<file path="config.mk">
export PLATFORM = sky130hd
export DESIGN_NAME = bcd_entry_ctrl
export DESIGN_NICKNAME = d
export VERILOG_FILES = /design/src/rtl/calc_pkg.sv /design/src/rtl/bcd_accum.sv /design/src/rtl/bcd_entry_ctrl.sv
export SDC_FILE = /design/constraint.sdc
export NUM_CORES = 1
export LEC_CHECK = 0
export ABC_AREA = 1
export CORE_MARGIN = 1.5
export CORE_UTILIZATION = 54
export CTS_CLUSTER_DIAMETER = 120
export DETAILED_ROUTE_END_ITERATION = 10
export MAX_ROUTING_LAYER = met4
export PLACE_DENSITY = 0.8
export SLEW_MARGIN = 20
export SYNTH_ARGS = -nofsm -noshare
export SYNTH_HDL_FRONTEND = slang
export SYNTH_SLANG_ARGS = --single-unit
</file>
<file path="constraint.sdc">
create_clock -name clk -period 2.3 [get_ports clk]
set_input_delay 0.46 -clock clk [delete_from_list [all_inputs] [get_ports clk]]
set_output_delay 0.46 -clock clk [all_outputs]
set_load 0.005 [all_outputs]
</file>
<file path="src/rtl/calc_pkg.sv">
// Shared key codes, limits, FSM state encoding and sign-magnitude packing
// for the BCD keypad entry controller.
package calc_pkg;

  localparam logic [3:0] KEY_SIGN  = 4'd10;
  localparam logic [3:0] KEY_CLEAR = 4'd11;
  localparam logic [3:0] KEY_ENTER = 4'd12;

  localparam logic [9:0] MAX_MAG    = 10'd127;
  localparam logic [1:0] MAX_DIGITS = 2'd3;

  typedef enum logic [2:0] {
    ST_IDLE  = 3'd0,
    ST_ENTRY = 3'd1,
    ST_CONV  = 3'd2,
    ST_WRITE = 3'd3,
    ST_ERROR = 3'd4
  } state_t;

  function automatic logic is_digit(input logic [3:0] code);
    return code <= 4'd9;
  endfunction

  // A zero magnitude never carries a minus sign.
  function automatic logic [7:0] pack_sm(input logic sign, input logic [6:0] mag);
    return {sign & (mag != 7'd0), mag};
  endfunction

endpackage

</file>
<file path="src/rtl/bcd_accum.sv">
// Decimal accumulator for keypad entry: acc = acc*10 + digit and a count
// of the digits taken so far.
module bcd_accum (
  input  logic       clk,
  input  logic       rst,
  input  logic       clr,
  input  logic       push,
  input  logic [3:0] digit,
  output logic [9:0] acc,
  output logic [1:0] digit_cnt
);

  logic [9:0] acc_q, acc_d;
  logic [1:0] cnt_q, cnt_d;

  // The controller only pushes while fewer than three digits are held,
  // so acc never exceeds 999 and fits in 10 bits.
  always_comb begin
    acc_d = acc_q;
    cnt_d = cnt_q;
    if (clr) begin
      acc_d = 10'd0;
      cnt_d = 2'd0;
    end else if (push) begin
      acc_d = (acc_q << 3) + (acc_q << 1) + {6'd0, digit};
      cnt_d = cnt_q + 2'd1;
    end
  end

  always_ff @(posedge clk) begin
    if (rst) begin
      acc_q <= 10'd0;
      cnt_q <= 2'd0;
    end else begin
      acc_q <= acc_d;
      cnt_q <= cnt_d;
    end
  end

  assign acc       = acc_q;
  assign digit_cnt = cnt_q;

endmodule

</file>
<file path="src/rtl/bcd_entry_ctrl.sv">
// Keypad entry controller: collects up to three BCD digits and a sign,
// then writes a sign-magnitude byte to a register bank.
// Optional macro BCD_SAT_EN: saturate overflow to 127 instead of erroring.
//
// state    | meaning
// ST_IDLE  | no digits entered, waiting for a key
// ST_ENTRY | one or more digits held
// ST_CONV  | one-cycle range check and packing of wr_data
// ST_WRITE | wr_en high until the register bank accepts
// ST_ERROR | overflow or too many digits; only CLEAR leaves
module bcd_entry_ctrl
  import calc_pkg::*;
(
  input  logic       clk,
  input  logic       rst,
  input  logic       key_valid,
  input  logic [3:0] key_code,
  input  logic [2:0] dst_addr,
  input  logic       wr_ready,
  output logic       wr_en,
  output logic [2:0] wr_addr,
  output logic [7:0] wr_data,
  output logic       busy,
  output logic       err,
  output logic [1:0] digit_cnt
);

  state_t     state_q, state_d;
  logic       sign_q, sign_d;
  logic       err_q, err_d;
  logic [2:0] addr_q, addr_d;
  logic [7:0] data_q, data_d;
  logic       acc_clr, acc_push;
  logic [9:0] acc;

  bcd_accum u_accum (
    .clk       (clk),
    .rst       (rst),
    .clr       (acc_clr),
    .push      (acc_push),
    .digit     (key_code),
    .acc       (acc),
    .digit_cnt (digit_cnt)
  );

  always_comb begin
    state_d  = state_q;
    sign_d   = sign_q;
    err_d    = err_q;
    addr_d   = addr_q;
    data_d   = data_q;
    acc_clr  = 1'b0;
    acc_push = 1'b0;
    unique case (state_q)
      ST_IDLE, ST_ENTRY: begin
        if (key_valid) begin
          if (is_digit(key_code)) begin
            if (digit_cnt < MAX_DIGITS) begin
              acc_push = 1'b1;
              state_d  = ST_ENTRY;
            end else begin
              state_d = ST_ERROR;
              err_d   = 1'b1;
            end
          end else if (key_code == KEY_SIGN) begin
            sign_d = ~sign_q;
          end else if (key_code == KEY_CLEAR) begin
            state_d = ST_IDLE;
            sign_d  = 1'b0;
            err_d   = 1'b0;
            acc_clr = 1'b1;
          end else if (key_code == KEY_ENTER) begin
            addr_d  = dst_addr;
            state_d = ST_CONV;
          end
        end
      end
      ST_CONV: begin
        if (acc > MAX_MAG) begin
`ifdef BCD_SAT_EN
          data_d  = pack_sm(sign_q, 7'h7F);
          err_d   = 1'b0;
          state_d = ST_WRITE;
`else
          err_d   = 1'b1;
          state_d = ST_ERROR;
`endif
        end else begin
          data_d  = pack_sm(sign_q, acc[6:0]);
          state_d = ST_WRITE;
        end
      end
      ST_WRITE: begin
        if (wr_ready) begin
          state_d = ST_IDLE;
          sign_d  = 1'b0;
          acc_clr = 1'b1;
        end
      end
      ST_ERROR: begin
        if (key_valid && key_code == KEY_CLEAR) begin
          state_d = ST_IDLE;
          sign_d  = 1'b0;
          err_d   = 1'b0;
          acc_clr = 1'b1;
        end
      end
      default: state_d = ST_IDLE;
    endcase
  end

  always_ff @(posedge clk) begin
    if (rst) begin
      state_q <= ST_IDLE;
      sign_q  <= 1'b0;
      err_q   <= 1'b0;
      addr_q  <= 3'd0;
      data_q  <= 8'd0;
    end else begin
      state_q <= state_d;
      sign_q  <= sign_d;
      err_q   <= err_d;
      addr_q  <= addr_d;
      data_q  <= data_d;
    end
  end

  assign wr_en   = (state_q == ST_WRITE);
  assign busy    = (state_q == ST_CONV) || (state_q == ST_WRITE);
  assign err     = err_q;
  assign wr_addr = addr_q;
  assign wr_data = data_q;

endmodule

</file>
Word level (Yosys, flattened, before mapping)
Cells that the tools add are included.
- register bits: 28
- output and inout bits: 16
- logic and storage cells: 83
- add/sub/neg operators: 3
- order comparisons: 3
- equal/unequal tests: 17
- mux-type cells: 34
- bitwise gates (word level): 6
- reductions and logical operators: 13
- operators by type and width (cell ; count):
    2-to-1 mux 3 bit ; 9
    2-to-1 mux 1 bit ; 21
    == test 4 bit (second input constant) ; 3
    inequality test 3 bit (second input constant) ; 4
    case mux 3 bit (4 select lines) ; 1
    AND reduction 6 bit ; 2
    adder 10 bit ; 1
    adder 10 x 4 -> 10 bit ; 1
    > comparator 10 x 7 -> 1 bit (second input constant) ; 1
    inequality test 2 bit (second input constant) ; 5
    case mux 1 bit (3 select lines) ; 3
    AND reduction 7 bit ; 1
    nonzero test 7 bit ; 1
    == test 3 x 2 -> 1 bit (second input constant) ; 2
    nonzero test 3 bit ; 2
    NOT 1 bit ; 5
    AND reduction 5 bit ; 1
    <= comparator 4 bit (second input constant) ; 1
    inequality test 4 bit (second input constant) ; 1
    OR reduction 2 bit ; 2
    == test 3 x 1 -> 1 bit (second input constant) ; 1
    == test 3 bit (second input constant) ; 1
    logical NOT 3 bit ; 1
    adder 2 x 1 -> 2 bit (second input constant) ; 1
    5 further kinds ; 5

Logic depth before layout (Yosys ltp)
- word-level depth: 7
- gate-level depth with buffers: 11
- gate-level depth less buffers: 11

Hierarchy
Synthesis repeated with hierarchy kept, for this count alone.
- cells, all modules: 271
- area, all modules: 1879.3 µm²
- by module, submodules not included (module ; times used ; cells each ; area an instance (µm²)):
    bcd_entry_ctrl ; 1 ; 144 ; 947.2
    bcd_accum ; 1 ; 127 ; 932.1

Worst setup path after synthesis
Ideal clock, no wire load.
- path type: input to register
- start: input key_code[3]
- end: register u_accum.acc_q[4] (netlist: u_accum.acc[4])
- setup time: 0.116 ns
- arrival: 1.853 ns
- required time: 2.184 ns
- slack: 0.331 ns
- stages: 5
- path buffers: 0
- cells stage by stage: fa_1 -> fa_1 -> or2_2 -> nand3_1 -> a21oi_1
- longest elaborated chain between the ends: 7
- elaborated cells on any way between the ends: 15
- those cells by class: add/sub (1); order compare (1); eq/ne (2); mux (9); reduce/logical (2)
- ends and longest elaborated chain (element ; RTL line ; text):
    from (decl) ; bcd_entry_ctrl.sv:17 ; input logic [3:0] key_code,
    == test 4 bit ; bcd_entry_ctrl.sv:67, bcd_entry_ctrl.sv:101 ;
    2-to-1 mux 1 bit ; bcd_entry_ctrl.sv:67 ; end else if (key_code == KEY_CLEAR) begin
    2-to-1 mux 1 bit ; bcd_entry_ctrl.sv:65 ; end else if (key_code == KEY_SIGN) begin
    2-to-1 mux 1 bit ; bcd_entry_ctrl.sv:57 ; if (is_digit(key_code)) begin
    2-to-1 mux 1 bit ; bcd_entry_ctrl.sv:56 ; if (key_valid) begin
    case mux 1 bit (3 select lines) ; bcd_entry_ctrl.sv:54 ; unique case (state_q)
    OR reduction 2 bit (no source line) ; n/a ;
    to (signal assigned) ; bcd_accum.sv:32 ; acc_q <= 10'd0;
    to (signal assigned) ; bcd_accum.sv:35 ; acc_q <= acc_d;
    to (decl) ; bcd_accum.sv:13 ; logic [9:0] acc_q, acc_d;
Parallel ways exist; a longest one is shown, timed or not.
A chain may end at the register's enable or synchronous reset.

Worst setup path after layout
- start: register state_q[1]
- end: output wr_en
- longest elaborated chain between the ends: 1
- ends and longest elaborated chain (element ; RTL line ; text):
    from (decl) ; bcd_entry_ctrl.sv:28 ; state_t state_q, state_d;
    from (signal assigned) ; bcd_entry_ctrl.sv:120 ; state_q <= state_d;
    == test 3 x 2 -> 1 bit ; bcd_entry_ctrl.sv:128 ; assign wr_en = (state_q == ST_WRITE);
    to (decl) ; bcd_entry_ctrl.sv:20 ; output logic wr_en,
No other way between the ends.

==> impl_metrics.yaml <==
critical_path:
  cp-end-kind: "primary output"
  cp.buffers_inverters: 3
  path_common_cell: "inv_2"
  crit_path_cell_trace: "inv_2, nor2_4, nand2_4, inv_2, clkdlybuf4s50_1"
  arrival_ns: 1.70
  critPathKind: "reg -> out"
  crit_required_ns: 1.84
  rrSetupSlack_ns: 0.34
  slowest_stage: "clkdlybuf4s50_1"
  cpPeakStageDelay_ns: 0.49
  crit_fanout: 4
  startpoint_type: "register"
  crit_family: "buffers and inverters"
floorplanning:
  start_util_pct: 58.4
  fp-row-count: 20
  io_pins: 27
  die_h_um: 61.2
  die_area_um2: 3740
  core_area_um2: 3130
  die_w_um: 61.2
synth:
  synth_edf_count: 0
  synth.top_cell.area_share_pct: 30.7
  synth.net_count: 284
  ys.warnings.count: 0
  syn_area_um2: 1830
  synth_cell_types: 31
  synth_xor_area_share_pct: 2.40
  synth_simple_gate_area_share_pct: 32.0
  synthMuxAreaShare_pct: 0
  synth_area_leader_cell: "dfxtp_1"
  synth.most_common_cell: "nand2_1"
  syn-instance-count: 256
  synth_area_leaders: "dfxtp_1 (31%), nand2_1 (13%), ha_1 (10%), a21oi_1 (6.3%), inv_1 (6.2%)"
  async_flop_share_pct: 0
  synth.yosys.seq_area_share_pct: 30.7
  synth-compound-area-share_pct: 12.2
  syn_avg_cell_area_um2: 7.14
  yosys-top-cells-count: "nand2_1 (61), inv_1 (30), dfxtp_1 (28)"
  ys_ff_latch: 28
  synth_top_family_by_area: "simple AND/OR/NAND/NOR gates"
  synth_adder_area_share_pct: 12.5
  synthFlopType: "dfxtp_1"
final_layout:
  multi_input_area_um2: 1080
  layout-area-overhead-vs-synth_pct: 20.1
  diodes: 0
  finalNonFillerCells: 332
  nFillCells: 275
  layout-drive-gt1-share_pct: 10.4
  design_area_um2: 2200
  regArea_um2: 561
  nets: 317
placement:
  numPortBuffers: 26
  placed_area_um2: 2140
  placed_cells: 328
  place_congestion: 0.885
  dp_hpwl_um: 3160
grt:
  grt_usage_pct: 25.2
  gr-max-usage-layer: "met2"
  grt_util_met1_pct: 32.9
  grt_max_degree: 17
  antenna_found_initial: 0
  grt_pass1_vias: 1543
  overflow: 0
  grt_pass1_wl_um: 6850
  met2_usage_pct: 41.8
  gr-usage-met3_pct: 3.99
clock_tree:
  clkTransAtPathRegs_ns: 0.16
  cts.repair.resized: 0
  post-cts-setup-buffers: 0
  clock_latency_ns: 0.33
  cts_root_buffer: "clkbuf_4"
  cts_buffer_depth: 2
  clkSinkCount: 28
  hold_buffers: 0
  h-tree-depth: 1
  cts_tree: "done"
  cts_made_buffers: 3
sta:
  setup_violations: 0
  drv_slew: 0
  timing.final.crit_share_pct: 94.1
  final_hold_viol_count: 0
  rsz0062_at_grt: "false"
  maxSlewHeadroom_pct: 80.2
  skew_ns: 0.00262
  max_freq_mhz: 462
  period_minus_slack_ns: 2.16
  worst_pin_slew_ns: 0.295
drt:
  firstDrtPassIters: 4
  wl_per_cell_um: 12.2
  drt_first_iter_violations: 82
  routed_wl_um: 4050
  via_per_inst: 5.10
  ant_nets: 0
  drc: 0
  dr_total_vias: 1693
run:
  maxCapViolCount: 0
power:
  power.leakage_uw: 0.00108
  peakVddDrop_mv: 0.409
  power_density_nw_per_um2: 576
  totalPowerFinal_uw: 1260
run_status:
  outcome: "completed"
min_path:
  hp-class: "reg -> reg"
placed cells by master, fill, tap and decap left out, drive strengths merged:
master	netlist	final
a21o	1	1
clkbuf	1	3
bufinv	0	1
a21oi	24	24
buf	4	7
xnor2	1	1
xor2	4	4
nand3	19	19
ha	15	15
or2	2	2
clkinv	1	1
dfxtp	28	28
nor3	2	2
nor2	30	30
o211ai	1	1
nand4	8	8
inv	34	34
o21ai	16	16
fa	2	2
nand2	63	63
clkdlybuf4s50	0	26
where the power goes:
part | switching (uW) | leakage [uW] | internal [uW]
sequential | 41.1 | 0.000228 | 526
clock | 153 | 0.0000279 | 176
combinational | 204 | 0.000822 | 164
total | 398 | 0.00108 | 866
area by class of cell:
class	instances	share of cell area, %
timing repair buffer	33	14.2
inverter	35	6.21
tap	44	2.51
clock buffer	3	1.03
multi-input combinational	188	49.1
clock inverter	1	1.37
sequential	28	25.5
registers in the layout (all words and copies together), names as in the netlist:
| name | count |
|---|---|
| wr_addr | 3 |
| wr_data | 8 |
| state_q | 3 |
| u_accum.acc | 10 |
| u_accum.digit_cnt | 2 |
| err | 1 |
| sign_q | 1 |
stage by stage:
step | util, % | worst slack [ns] | TNS [ns] | hold WS [ns]
2_1_floorplan | - | 0.331 | 0 | 0.460
3_3_place_gp | 68.5 | -0.182 | -0.769 | 0.467
3_5_place_dp | 68.5 | -0.208 | -0.973 | 0.467
4_1_cts | 70.2 | 0.129 | 0 | 0.502
5_1_grt | 70.2 | 0.0300 | 0 | 0.540
6_report | 70.2 | 0.135 | 0 | 0.501
final timing paths:
| check | from | end | cells after the start |
|---|---|---|---|
| max | state_q[1] | wr_en | 5 |
| min reg2reg | wr_addr[0] | wr_addr[0] | 2 |
| max reg2reg | u_accum.acc[0] | u_accum.acc[8] | 8 |
| min | wr_addr[0] | wr_addr[0] | 2 |
metal layers:
metal / wire length [um] / part of all wire (%)
met5: 0 / 0
met4: 19 / 0.47
met1: 1910 / 47
met3: 149 / 3.7
met2: 1970 / 49
worst reg2reg max path, cell delays in order (launching register included):
cell and delay, ns:
dfxtp_1 0.44, fa_1 0.49, fa_1 0.50, nand4_1 0.15, nand3_1 0.09, nand2_1 0.06, nand3_1 0.06, nand2_1 0.06
inv_1 0.03
cell families after synthesis:
group	count (synthesis)
compound gates	42
buf+inv	40
simple gates	124
fa+ha+maj	17
flops	28
xor+xnor	5
(Power assumes the default switching activity.)
